===== config.mk =====
export PLATFORM = sky130hd
export DESIGN_NAME = ahb_lite_master_arbiter
export DESIGN_NICKNAME = d
export VERILOG_FILES = /design/src/rtl/ahb_lite_master_arbiter.sv
export SDC_FILE = /design/constraint.sdc
export NUM_CORES = 1
export LEC_CHECK = 0
export CAP_MARGIN = 20
export CORE_AREA = 4 4 118 120
export DETAILED_ROUTE_END_ITERATION = 7
export DIE_AREA = 0 0 122 124
export HOLD_SLACK_MARGIN = 0.12
export PLACE_DENSITY = 0.82
export SKIP_LAST_GASP = 1
export SLEW_MARGIN = 20
export SYNTH_ARGS = -nofsm -noshare
export SYNTH_HDL_FRONTEND = slang
export SYNTH_SLANG_ARGS = --single-unit
export TNS_END_PERCENT = 5

===== constraint.sdc =====
create_clock -name HCLK -period 3.98 [get_ports HCLK]
set_input_delay 0.796 -clock HCLK [delete_from_list [all_inputs] [get_ports HCLK]]
set_output_delay 0.796 -clock HCLK [all_outputs]
set_load 0.01 [all_outputs]

===== src/rtl/ahb_lite_master_arbiter.sv =====
// Two-master to one-slave AHB-Lite arbiter: M0 (fetch) and M1 (data)
// share one slave-side master port.
//
// Ports:
//   HCLK, HRESET             clock, synchronous active-high reset
//   H*_M0 / H*_M1            master-side address/data phase inputs
//   HRDATA_Mx, HREADY_Mx     master-side read data and per-master ready
//   HADDR..HSIZE, HWDATA     slave-side address phase and write data
//   HREADY, HRDATA           slave-side ready and read data
//   DPH_OWNER                {data phase valid, owning master}
//
// A master that loses arbitration (or requests during a slave wait) has
// its address phase captured in a one-deep pending register and is held
// off through its HREADY until that request is issued.

module ahb_lite_master_arbiter #(
   parameter int ARB_MODE  = 0,
   parameter int HIGH_PRIO = 1
) (
   input  logic        HCLK,
   input  logic        HRESET,

   input  logic [31:0] HADDR_M0,
   input  logic [1:0]  HTRANS_M0,
   input  logic        HWRITE_M0,
   input  logic [2:0]  HSIZE_M0,
   input  logic [31:0] HWDATA_M0,
   output logic [31:0] HRDATA_M0,
   output logic        HREADY_M0,

   input  logic [31:0] HADDR_M1,
   input  logic [1:0]  HTRANS_M1,
   input  logic        HWRITE_M1,
   input  logic [2:0]  HSIZE_M1,
   input  logic [31:0] HWDATA_M1,
   output logic [31:0] HRDATA_M1,
   output logic        HREADY_M1,

   output logic [31:0] HADDR,
   output logic [1:0]  HTRANS,
   output logic        HWRITE,
   output logic [2:0]  HSIZE,
   output logic [31:0] HWDATA,
   input  logic        HREADY,
   input  logic [31:0] HRDATA,

   output logic [1:0]  DPH_OWNER
);

   localparam logic LP_RR = (ARB_MODE != 0);
   localparam logic LP_HI = (HIGH_PRIO != 0);

   // pending address phase per master
   logic [1:0]  r_pend_v;
   logic [31:0] r_pend_addr  [2];
   logic [1:0]  r_pend_write;
   logic [2:0]  r_pend_size  [2];

   // data phase owner and round-robin history
   logic        r_dph_v;
   logic        r_dph_own;
   logic        r_last_gnt;

   // live master inputs gathered into arrays
   logic [31:0] w_addr_m  [2];
   logic [1:0]  w_trans_m [2];
   logic [1:0]  w_write_m;
   logic [2:0]  w_size_m  [2];

   // per-master ready, live/effective request and fields
   logic [1:0]  w_rdy;
   logic [1:0]  w_live;
   logic [1:0]  w_req;
   logic [31:0] w_eff_addr  [2];
   logic [1:0]  w_eff_write;
   logic [2:0]  w_eff_size  [2];

   // arbitration result
   logic        w_win;
   logic        w_gnt_v;

   assign w_addr_m[0]  = HADDR_M0;
   assign w_addr_m[1]  = HADDR_M1;
   assign w_trans_m[0] = HTRANS_M0;
   assign w_trans_m[1] = HTRANS_M1;
   assign w_write_m    = {HWRITE_M1, HWRITE_M0};
   assign w_size_m[0]  = HSIZE_M0;
   assign w_size_m[1]  = HSIZE_M1;

   // The data-phase owner follows the slave ready; a master with a
   // pending request is stalled; anyone else is free to start.
   always_comb begin
      w_rdy       = 2'b00;
      w_live      = 2'b00;
      w_req       = 2'b00;
      w_eff_write = 2'b00;
      for (int i = 0; i < 2; i++) begin
         if (r_dph_v && (r_dph_own == 1'(i))) begin
            w_rdy[i] = HREADY;
         end else begin
            w_rdy[i] = ~r_pend_v[i];
         end
         w_live[i] = w_trans_m[i][1] & w_rdy[i];
         w_req[i]  = r_pend_v[i] | w_live[i];
         if (r_pend_v[i]) begin
            w_eff_addr[i]  = r_pend_addr[i];
            w_eff_write[i] = r_pend_write[i];
            w_eff_size[i]  = r_pend_size[i];
         end else begin
            w_eff_addr[i]  = w_addr_m[i];
            w_eff_write[i] = w_write_m[i];
            w_eff_size[i]  = w_size_m[i];
         end
      end
   end

   // Winner select; only meaningful when w_gnt_v is set.
   always_comb begin
      w_win = 1'b0;
      if (w_req[0] && w_req[1]) begin
         w_win = LP_RR ? ~r_last_gnt : LP_HI;
      end else begin
         w_win = w_req[1];
      end
      // no address phase is ever offered during a slave wait or reset
      w_gnt_v = HREADY & ~HRESET & (|w_req);
   end

   // Slave-side address phase.
   always_comb begin
      HTRANS = 2'b00;
      HADDR  = 32'h0;
      HWRITE = 1'b0;
      HSIZE  = 3'b000;
      if (w_gnt_v) begin
         HTRANS = 2'b10;
         HADDR  = w_eff_addr[w_win];
         HWRITE = w_eff_write[w_win];
         HSIZE  = w_eff_size[w_win];
      end
   end

   // Data-phase steering and master-side status.
   always_comb begin
      HWDATA = 32'h0;
      if (!HRESET && r_dph_v) begin
         HWDATA = r_dph_own ? HWDATA_M1 : HWDATA_M0;
      end
      HRDATA_M0 = HRDATA;
      HRDATA_M1 = HRDATA;
      HREADY_M0 = HRESET | w_rdy[0];
      HREADY_M1 = HRESET | w_rdy[1];
      DPH_OWNER = 2'b00;
      if (!HRESET) begin
         DPH_OWNER = {r_dph_v, r_dph_v & r_dph_own};
      end
   end

   // Control state.
   always_ff @(posedge HCLK) begin
      if (HRESET) begin
         r_pend_v   <= 2'b00;
         r_dph_v    <= 1'b0;
         r_dph_own  <= 1'b0;
         r_last_gnt <= 1'b1;
      end else begin
         if (HREADY) begin
            r_dph_v <= w_gnt_v;
         end
         if (w_gnt_v) begin
            r_dph_own  <= w_win;
            r_last_gnt <= w_win;
         end
         for (int i = 0; i < 2; i++) begin
            if (w_gnt_v && (w_win == 1'(i))) begin
               r_pend_v[i] <= 1'b0;
            end else if (w_live[i]) begin
               r_pend_v[i] <= 1'b1;
            end
         end
      end
   end

   // Pending address fields; qualified by r_pend_v so no reset needed.
   always_ff @(posedge HCLK) begin
      for (int i = 0; i < 2; i++) begin
         if (w_live[i] && !(w_gnt_v && (w_win == 1'(i)))) begin
            r_pend_addr[i]  <= w_addr_m[i];
            r_pend_write[i] <= w_write_m[i];
            r_pend_size[i]  <= w_size_m[i];
         end
      end
   end

endmodule


==> flow_metrics.env <==
export IMPL_final_antenna_net_count=0
export IMPL_first_iter_violations=130
export IMPL_ys_seq_area_share_pct=47.8
export IMPL_vias=3374
export IMPL_worst_slack_ps=296
export IMPL_p_leak_nw=2.32
export IMPL_htreeDepth=3
export IMPL_cts_setup_buffers=0
export IMPL_grt_max_degree=35
export IMPL_syn_inst=367
export IMPL_route_detailed_drc=0
export IMPL_finalCriticalPeriod_ps=3680
export IMPL_io_buffers=213
export IMPL_first_global_vias=3772
export IMPL_start_kind="input pin"
export IMPL_finalSetupViolCount=0
export IMPL_rows=42
export IMPL_syn_avg_cell_area_um2=12.8
export IMPL_final_common_cell="clkdlybuf4s50_1"
export IMPL_grt_pass1_wl_um=19500
export IMPL_numCtsBuffers=9
export IMPL_cts_root_buf="clkbuf_16"
export IMPL_initial_core_util_pct=36.1
export IMPL_synth_nets=542
export IMPL_clkTransAtPathRegs_ps=60
export IMPL_drive_gt1_share_pct=13.1
export IMPL_status="finished, final reports clean"
export IMPL_synthToLayoutAreaGrowth_pct=45.6
export IMPL_gp_congestion=0.793
export IMPL_clock_latency_ps=330
export IMPL_antenna_cells=0
export IMPL_post_drt_wl_per_cell_um=18.8
export IMPL_tns_ps=0
export IMPL_cts_buffer_depth=2
export IMPL_dp_slack_ps=267
export IMPL_final_cell_mix="clkdlybuf4s50_1, mux2i_1, edfxtp_1"
export IMPL_ios=313
export IMPL_hold_class="flip-flop to flip-flop"
export IMPL_report_final_slew_viol_count=0
export IMPL_dpl_hpwl_um=9840
export IMPL_rsz0062_at_grt="false"
export IMPL_cp_required_ps=3180
export IMPL_syn_area_um2=4690
export IMPL_firstDrtPassIters=4
export IMPL_crit_path_end_kind="output pin"
export IMPL_fin_cells=695
export IMPL_antenna_found_initial=0
export IMPL_nNetsFinal=689
export IMPL_peakVddDrop_uv=233
export IMPL_path_max_fanout=20
export IMPL_routed_wirelength_um=13100
export IMPL_die_area_um2=15100
export IMPL_grt_use_total_pct=16.5
export IMPL_hold_viol_final=0
export IMPL_ys_warnings_count=0
export IMPL_ctsResizeCount=0
export IMPL_core_area_um2=13000
export IMPL_fmax_mhz=271
export IMPL_powerDensity_nw_per_um2=349
export IMPL_dp_cells=679
export IMPL_vias_per_cell=4.85
export IMPL_ctsHoldBuffers=0
export IMPL_overflow=0
export IMPL_die_h_um=124
export IMPL_whs_ps=575
export IMPL_cts_sinks=76
export IMPL_slew_headroom_pct=44.3
export IMPL_finClkSkew_ps=5.67
export IMPL_total_power_mw=2.38
export IMPL_worst_pin_slew_ps=832
export IMPL_synth_distinct_cells=30
export IMPL_drv_cap=0
export IMPL_fin_crit_sh_pct=92.6
export IMPL_nFillCells=1126
export IMPL_ys_seq_elements=76
export IMPL_tritoncts="done"
export IMPL_arrival_ps=2890
export IMPL_fp_dieW_um=122
export IMPL_worstSetupPathType="input pin to output pin"
where the power goes:
part | internal (mW) | switching [mW] | total (mW)
Clock | 0.614 | 0.325 | 0.939
Sequential | 0.941 | 0.0288 | 0.970
Combinational | 0.278 | 0.196 | 0.475
final timing paths:
| path | start | to | slack (ps) | cells after the start |
|---|---|---|---|---|
| worst min-delay path | r_dph_v | r_dph_v | 570 | 2 |
| worst max-delay path | HTRANS_M1[1] | HADDR[13] | 300 | 5 |
| worst min register to register | r_dph_v | r_dph_v | 570 | 2 |
| worst max register to register | r_pend_v[0] | r_pend_addr[0][29] | 1750 | 5 |
sequential cells by signal (all words and copies together) (netlist names):
name / cells
r_pend_addr: 64
r_pend_write: 2
r_dph_own: 1
r_pend_v: 2
r_dph_v: 1
r_pend_size: 6
synth_stat cells:
library cell	instances	area, µm²
conb_1	1	3.75
nand2b_1	2	12.5
mux2i_1	104	1040
a21boi_0	1	7.51
a21oi_1	2	10.0
buf_4	69	518
buf_2	12	60.1
edfxtp_1	72	2160
and3_1	1	6.26
dfxtp_1	4	80.1
a21o_1	1	7.51
a2111oi_0	1	8.76
nor2_1	35	131
o31ai_1	1	7.51
nor2b_1	1	6.26
or2_2	2	12.5
inv_1	2	7.51
o21ai_4	1	16.3
nor3_1	2	10.0
nand2_1	2	7.51
buf_6	8	90.1
o22ai_1	6	37.5
and4b_1	1	10.0
and2b_4	1	10.0
nor3b_1	1	7.51
a311oi_1	1	8.76
o22ai_2	30	375
nand3b_4	1	20.0
clkbuf_1	1	3.75
nor2_4	1	11.3
cell type report:
| cell class | instances | area [µm²] | area share, % |
|---|---|---|---|
| clock buffers | 10 | 229 | 3.35 |
| multi-input cells | 199 | 1770 | 25.9 |
| flip-flops and latches | 76 | 2250 | 32.9 |
| well taps | 176 | 220 | 3.23 |
| repair buffers | 226 | 2240 | 32.8 |
| inverters | 2 | 7.51 | 0.110 |
| clock inverters | 6 | 111 | 1.63 |
per-stage QoR:
stage / instance area (µm²) / util [%]
after floorplan: 4690 / -
after global placement: 6490 / 50.0
after detailed placement: 6490 / 50.0
after CTS: 6830 / 52.6
after global routing: 6830 / 52.6
final: 6830 / 52.6
cell families (layout without fill, tap and decap cells):
family	after synthesis	count (layout)	synth area share, %
flip-flops	76	76	47.8
other	1	1	0.0799
buffers and inverters	92	244	14.5
AND/OR/NAND/NOR	50	50	5.23
AO/OA/AOI/OAI	44	44	10.2
multiplexers	104	104	22.2
worst max-delay path, stage by stage:
cell             delay [ps]
clkdlybuf4s50_1         460
o21ai_4                 670
buf_4                   350
o22ai_2                  90
clkdlybuf4s50_1         510
metal layers:
layer | vias to the layer above | routed length [µm] | GRT usage, %
li1 | 1592 | - | -
met1 | 1627 | 5010 | 17.7
met2 | 119 | 6850 | 30.3
met3 | 36 | 977 | 5.86
met4 | 0 | 243 | 5.39
met5 | - | 0 | 0
(Power assumes the default switching activity.)
